==> config.mk <==
export PLATFORM = sky130hd
export DESIGN_NAME = roll_controller
export DESIGN_NICKNAME = d
export VERILOG_FILES = /design/src/rtl/roll_controller.sv
export SDC_FILE = /design/constraint.sdc
export NUM_CORES = 1
export LEC_CHECK = 0
export BUFFER_PORTS_ARGS = -buffer_cell sky130_fd_sc_hd__buf_4
export CAP_MARGIN = 20
export CORE_ASPECT_RATIO = 0.75
export CORE_MARGIN = 10
export CORE_UTILIZATION = 35
export CTS_CLUSTER_SIZE = 24
export DETAILED_ROUTE_END_ITERATION = 16
export PLACE_DENSITY_LB_ADDON = 0.1
export SLEW_MARGIN = 0
export SYNTH_ARGS = -nofsm -noshare
export SYNTH_HDL_FRONTEND = slang
export SYNTH_SLANG_ARGS = --single-unit
==> constraint.sdc <==
create_clock -name i_clk -period 2.9 [get_ports i_clk]
set_input_delay 0.29 -clock i_clk [delete_from_list [all_inputs] [get_ports i_clk]]
set_output_delay 0.29 -clock i_clk [all_outputs]
set_load 0.05 [all_outputs]
==> src/rtl/roll_controller.sv <==
// Die-roll sequencer: fetches entropy, rejection-samples it against the die's limit,
// reduces the accepted byte with a restoring divider, and streams raw bytes in test mode.
module roll_controller #(
  parameter int MAX_TRIES  = 16,
  parameter int STREAM_LEN = 16
) (
  input  logic       i_clk,
  input  logic       i_reset,
  input  logic       i_roll_req,
  input  logic [2:0] i_die_sel,
  output logic       o_rand_req,
  input  logic       i_rand_valid,
  input  logic [7:0] i_rand_data,
  output logic       o_busy,
  output logic       o_result_valid,
  output logic [4:0] o_result,
  output logic       o_error,
  output logic       o_tx_valid,
  output logic [7:0] o_tx_data,
  input  logic       i_tx_ready
);

  localparam int TW = $clog2(MAX_TRIES + 1);
  localparam int SW = $clog2(STREAM_LEN + 1);
  localparam logic [TW-1:0] TRY_LAST  = TW'(MAX_TRIES - 1);
  localparam logic [SW-1:0] SEND_LAST = SW'(STREAM_LEN - 1);

  typedef enum logic [2:0] {
    ST_IDLE,
    ST_FETCH,
    ST_CHECK,
    ST_REDUCE,
    ST_DONE,
    ST_SFETCH,
    ST_SSEND
  } state_t;

  state_t        r_state;
  logic [4:0]    r_sides;
  logic [8:0]    r_limit;
  logic          r_stream;
  logic          r_err;
  logic [7:0]    r_byte;
  logic [7:0]    r_shift;
  logic [7:0]    r_rem;
  logic [2:0]    r_bit;
  logic [TW-1:0] r_tries;
  logic [SW-1:0] r_sent;

  logic [4:0]    w_sides;
  logic [8:0]    w_limit;
  logic          w_sel_ok;
  logic [8:0]    w_trial;
  logic          w_ge;
  logic [7:0]    w_rem_next;
  logic          w_reject;
  logic [4:0]    w_face;

  // Limit L is the largest multiple of N that fits in 256, so B < L is bias-free.
  always_comb begin
    w_sides  = 5'd0;
    w_limit  = 9'd0;
    w_sel_ok = 1'b0;
    case (i_die_sel)
      3'd0: begin w_sides = 5'd4;  w_limit = 9'd256; w_sel_ok = 1'b1; end
      3'd1: begin w_sides = 5'd6;  w_limit = 9'd252; w_sel_ok = 1'b1; end
      3'd2: begin w_sides = 5'd8;  w_limit = 9'd256; w_sel_ok = 1'b1; end
      3'd3: begin w_sides = 5'd10; w_limit = 9'd250; w_sel_ok = 1'b1; end
      3'd4: begin w_sides = 5'd12; w_limit = 9'd252; w_sel_ok = 1'b1; end
      3'd5: begin w_sides = 5'd20; w_limit = 9'd240; w_sel_ok = 1'b1; end
      default: ;
    endcase
  end

  // One restoring-division step: shift in the next dividend bit, subtract N when it fits.
  assign w_trial    = {r_rem, r_shift[7]};
  assign w_ge       = (w_trial >= {4'd0, r_sides});
  assign w_rem_next = w_ge ? 8'(w_trial - {4'd0, r_sides}) : w_trial[7:0];
  assign w_reject   = ({1'b0, r_byte} >= r_limit);
  assign w_face     = r_rem[4:0] + 5'd1;

  always_ff @(posedge i_clk or posedge i_reset) begin
    if (i_reset) begin
      r_state        <= ST_IDLE;
      r_sides        <= 5'd0;
      r_limit        <= 9'd0;
      r_stream       <= 1'b0;
      r_err          <= 1'b0;
      r_byte         <= 8'd0;
      r_shift        <= 8'd0;
      r_rem          <= 8'd0;
      r_bit          <= 3'd0;
      r_tries        <= '0;
      r_sent         <= '0;
      o_rand_req     <= 1'b0;
      o_busy         <= 1'b0;
      o_result_valid <= 1'b0;
      o_result       <= 5'd0;
      o_error        <= 1'b0;
      o_tx_valid     <= 1'b0;
      o_tx_data      <= 8'd0;
    end else begin
      o_result_valid <= 1'b0;
      case (r_state)
        ST_IDLE: begin
          if (i_roll_req) begin
            r_sides  <= w_sides;
            r_limit  <= w_limit;
            r_tries  <= '0;
            r_sent   <= '0;
            r_stream <= (i_die_sel == 3'd7);
            o_busy   <= 1'b1;
            if (i_die_sel == 3'd7) begin
              r_err      <= 1'b0;
              o_rand_req <= 1'b1;
              r_state    <= ST_SFETCH;
            end else if (w_sel_ok) begin
              r_err      <= 1'b0;
              o_rand_req <= 1'b1;
              r_state    <= ST_FETCH;
            end else begin
              r_err   <= 1'b1;
              r_state <= ST_DONE;
            end
          end
        end

        ST_FETCH: begin
          if (i_rand_valid) begin
            r_byte     <= i_rand_data;
            o_rand_req <= 1'b0;
            r_state    <= ST_CHECK;
          end
        end

        ST_CHECK: begin
          if (w_reject) begin
            if (r_tries == TRY_LAST) begin
              r_tries <= '0;
              r_err   <= 1'b1;
              r_state <= ST_DONE;
            end else begin
              r_tries    <= r_tries + TW'(1);
              o_rand_req <= 1'b1;
              r_state    <= ST_FETCH;
            end
          end else begin
            r_tries <= '0;
            r_rem   <= 8'd0;
            r_shift <= r_byte;
            r_bit   <= 3'd0;
            r_state <= ST_REDUCE;
          end
        end

        ST_REDUCE: begin
          r_rem   <= w_rem_next;
          r_shift <= {r_shift[6:0], 1'b0};
          r_bit   <= r_bit + 3'd1;
          if (r_bit == 3'd7) begin
            r_state <= ST_DONE;
          end
        end

        // Result and error hold after the pulse until the next roll completes.
        ST_DONE: begin
          o_result_valid <= 1'b1;
          o_busy         <= 1'b0;
          r_state        <= ST_IDLE;
          if (r_err) begin
            o_result <= 5'd0;
            o_error  <= 1'b1;
          end else if (r_stream) begin
            o_result <= 5'd0;
            o_error  <= 1'b0;
          end else begin
            o_result <= w_face;
            o_error  <= 1'b0;
          end
        end

        ST_SFETCH: begin
          if (i_rand_valid) begin
            o_tx_data  <= i_rand_data;
            o_rand_req <= 1'b0;
            o_tx_valid <= 1'b1;
            r_state    <= ST_SSEND;
          end
        end

        ST_SSEND: begin
          if (i_tx_ready) begin
            o_tx_valid <= 1'b0;
            if (r_sent == SEND_LAST) begin
              r_sent  <= '0;
              r_state <= ST_DONE;
            end else begin
              r_sent     <= r_sent + SW'(1);
              o_rand_req <= 1'b1;
              r_state    <= ST_SFETCH;
            end
          end
        end

        default: begin
          o_rand_req <= 1'b0;
          o_tx_valid <= 1'b0;
          o_busy     <= 1'b0;
          r_state    <= ST_IDLE;
        end
      endcase
    end
  end

endmodule

==> results.py <==
metrics = {
    "layout": {
        "final_nets": 427,
        "areaGrowthSynthToFinish_pct": 19.4,
        "layout_common_cells": "69 x dfrtp_1, 41 x buf_4, 38 x nand2_1",
        "fin_area_mm2": 0.00432,
        "fin_cells": 534,
        "num_antenna_cells": 0,
        "final_common_cell": "dfrtp_1",
        "final_layout_size_suffix_gt1_share_pct": 18.8,
    },
    "synthesis": {
        "yosysSeqAreaShare_pct": 47.7,
        "synth-async-reset-ratio_pct": 100,
        "syn-num-nets": 388,
        "netlist_area_mm2": 0.00362,
        "synth_cell_types": 60,
        "synth_edf_count": 0,
        "synthCells": 355,
        "ys_seq_elements": 69,
        "synth_area_per_cell_um2": 10.2,
        "yosys_warnings": 0,
        "synth_flop_cell": "dfrtp_1",
    },
    "sta": {
        "rsz0062_at_grt": "false",
        "relSlewSlack_pct": 34.0,
        "finalSetupViolations": 0,
        "fmax_ghz": 0.425,
        "hold_violations": 0,
        "fin_crit_ns": 2.35,
        "skew_ns": 0.00325,
        "worst_slew_pin_slew_ns": 0.989,
        "fin_crit_sh_pct": 81.0,
        "finalSetupTns_ns": 0,
        "drv_slew": 0,
    },
    "worst_setup_path": {
        "ff2ff_setup_slack_ns": 0.55,
        "crit_fanout": 12,
        "worstReg2RegStart": "r_limit[7]",
        "cp_data_arrival_time_ns": 2.56,
        "start_kind": "flop",
        "reg2reg_depth": 8,
        "worstPathRequired_ns": 3.11,
        "r2r-end": "r_shift[3]",
        "cp-end-kind": "flop",
        "worstSetupPathType": "reg2reg",
    },
    "drt": {
        "num_vias": 2724,
        "wl_per_cell_um": 15.3,
        "ant_nets": 0,
        "drc_errors": 0,
        "wl_mm": 8.19,
        "drt-vias-per-instance": 5.10,
        "drt_iter0_markers": 249,
        "dr.pass1.iters": 5,
    },
    "floorplanning": {
        "core_mm2": 0.0102,
        "io_pins": 34,
        "rows": 32,
        "die_area_mm2": 0.0148,
        "dieHeight_um": 108,
        "start_util_pct": 35.6,
        "die_x_um": 137,
    },
    "place": {
        "hpwl_mm": 6.09,
        "port-buffer-count": 33,
        "placed_area_mm2": 0.00403,
        "gp_congestion": 0.777,
        "dp.cells": 518,
    },
    "power": {
        "power.density_mw_per_mm2": 1220,
        "p_leak_nw": 2.00,
        "power_mw": 5.25,
        "vdd_ir_drop_max_mv": 0.432,
    },
    "clock_network": {
        "postCtsSetupBuffers": 0,
        "cts_root_buf": "clkbuf_16",
        "clkSinkCount": 69,
        "clk_pin_slew_worst_paths_ns": 0.05,
        "cts_max_level": 3,
        "cts_tree": "yes",
        "clk_latency_ns": 0.32,
        "post_cts_resized": 0,
        "postCtsHoldBufs": 1,
        "cts_made_buffers": 9,
        "clockBufferDepth": 2,
    },
    "grt": {
        "grt_start_max_net_pins": 32,
        "grt_pass1_vias": 2761,
        "antenna_found_initial": 0,
        "grt_overflow_total": 0,
        "track_usage_pct": 11.9,
        "grt_pass1_wl_mm": 14.0,
    },
    "min_path": {
        "holdPathStages": 3,
        "hold_path.class": "in2reg",
        "min_to": "r_byte[3]",
        "hp-start": "i_rand_data[3]",
    },
    "job": {
        "drv_cap": 0,
    },
    "outcome": {
        "status": "finished, final reports clean",
    },
}
[stage by stage]
stage / utilization [%] / worst slack, ns / hold WS, ns
after floorplan: - / 0.870 / 0.375
after global placement: 39.6 / 0.626 / 0.305
after detailed placement: 39.6 / 0.568 / 0.296
after CTS: 42.5 / 0.547 / 0.167
after global routing: 42.5 / 0.386 / 0.178
final: 42.5 / 0.550 / 0.179
[per-layer routing]
layer / wire length, µm / global-route usage (%) / vias to the layer above
li1: - / - / 1353
met1: 4090 / 16.6 / 1321
met2: 3600 / 17.2 / 44
met3: 418 / 3.75 / 6
met4: 82 / 3.38 / 0
met5: 0 / 0 / -
[how the worst max path moves through the flow]
stage | startpoint | depth (start not counted) | endpoint | slack, ns
2_1_floorplan | i_reset | 1 | o_busy | 0.87
3_3_place_gp | r_limit[7] | 7 | r_shift[5] | 0.63
3_5_place_dp | r_limit[7] | 8 | r_shift[3] | 0.57
4_1_cts | r_limit[7] | 8 | r_shift[3] | 0.55
5_1_grt | r_limit[7] | 8 | r_shift[3] | 0.39
6_report | r_limit[7] | 8 | r_shift[3] | 0.55
[synthesized netlist by cell type, types with 2 or more instances]
master	instances	area share, %
and2_1	2	0.35
a31oi_1	3	0.52
inv_1	30	3.1
nand4b_1	2	0.48
a222oi_1	7	1.9
ha_1	16	5.5
or3_1	2	0.35
nor3_1	5	0.69
nor2b_1	8	1.4
a22oi_1	2	0.41
xor2_1	5	1.2
a32o_1	2	0.55
o21a_1	2	0.41
a21boi_0	2	0.41
mux2_2	11	3.4
nand2b_1	3	0.52
o41ai_1	2	0.48
nand3b_1	6	1.2
nand2_1	38	3.9
nand3_1	12	1.7
o21ai_0	34	4.7
nor2_1	19	2.0
clkbuf_1	7	0.73
o2bb2ai_1	5	1.2
a21oi_1	11	1.5
mux2i_1	5	1.4
xnor2_1	2	0.48
a21o_1	2	0.41
a22o_1	7	1.7
buf_2	5	0.69
dfrtp_1	69	48
[registers in the layout, indices dropped and copies added (netlist names), 3 cells and up]
signal / flops
o_result: 5
o_tx_data: 8
r_bit: 3
r_byte: 8
r_limit: 5
r_rem: 8
r_sent: 5
r_shift: 8
r_sides: 4
r_state: 3
r_tries: 5
[power breakdown]
part / switching [mW] / internal, mW / leakage [nW]
registers: 0.306 / 1.36 / 0.869
clock network: 0.374 / 0.643 / 0.139
logic: 1.54 / 1.03 / 0.988
[cell families after synthesis]
logic type               synth area share, %
AO/OA/AOI/OAI                           19.2
XOR/XNOR                                1.69
adder cells (fa/ha/maj)                 6.09
buffers and inverters                   4.95
flip-flops                              47.7
multiplexers                            5.22
AND/OR/NAND/NOR                         15.1
[worst max-delay path, cell delays in order (launching register included)]
cell and delay, ns:
dfrtp_1 0.36, inv_1 0.14, ha_1 0.28, a21oi_1 0.14, nand2_1 0.10, o21ai_0 0.23, o311ai_2 0.36, buf_4 0.29
a222oi_1 0.34
[cell type report]
class	instances	area (µm²)
sequential	69	1730
clock inverter	1	5.00
tap	136	170
multi-input combinational	242	1710
clock buffer	14	274
fill	999	5850
inverter	30	113
timing repair buffer	42	318
Power figures use the tool's default switching activity.
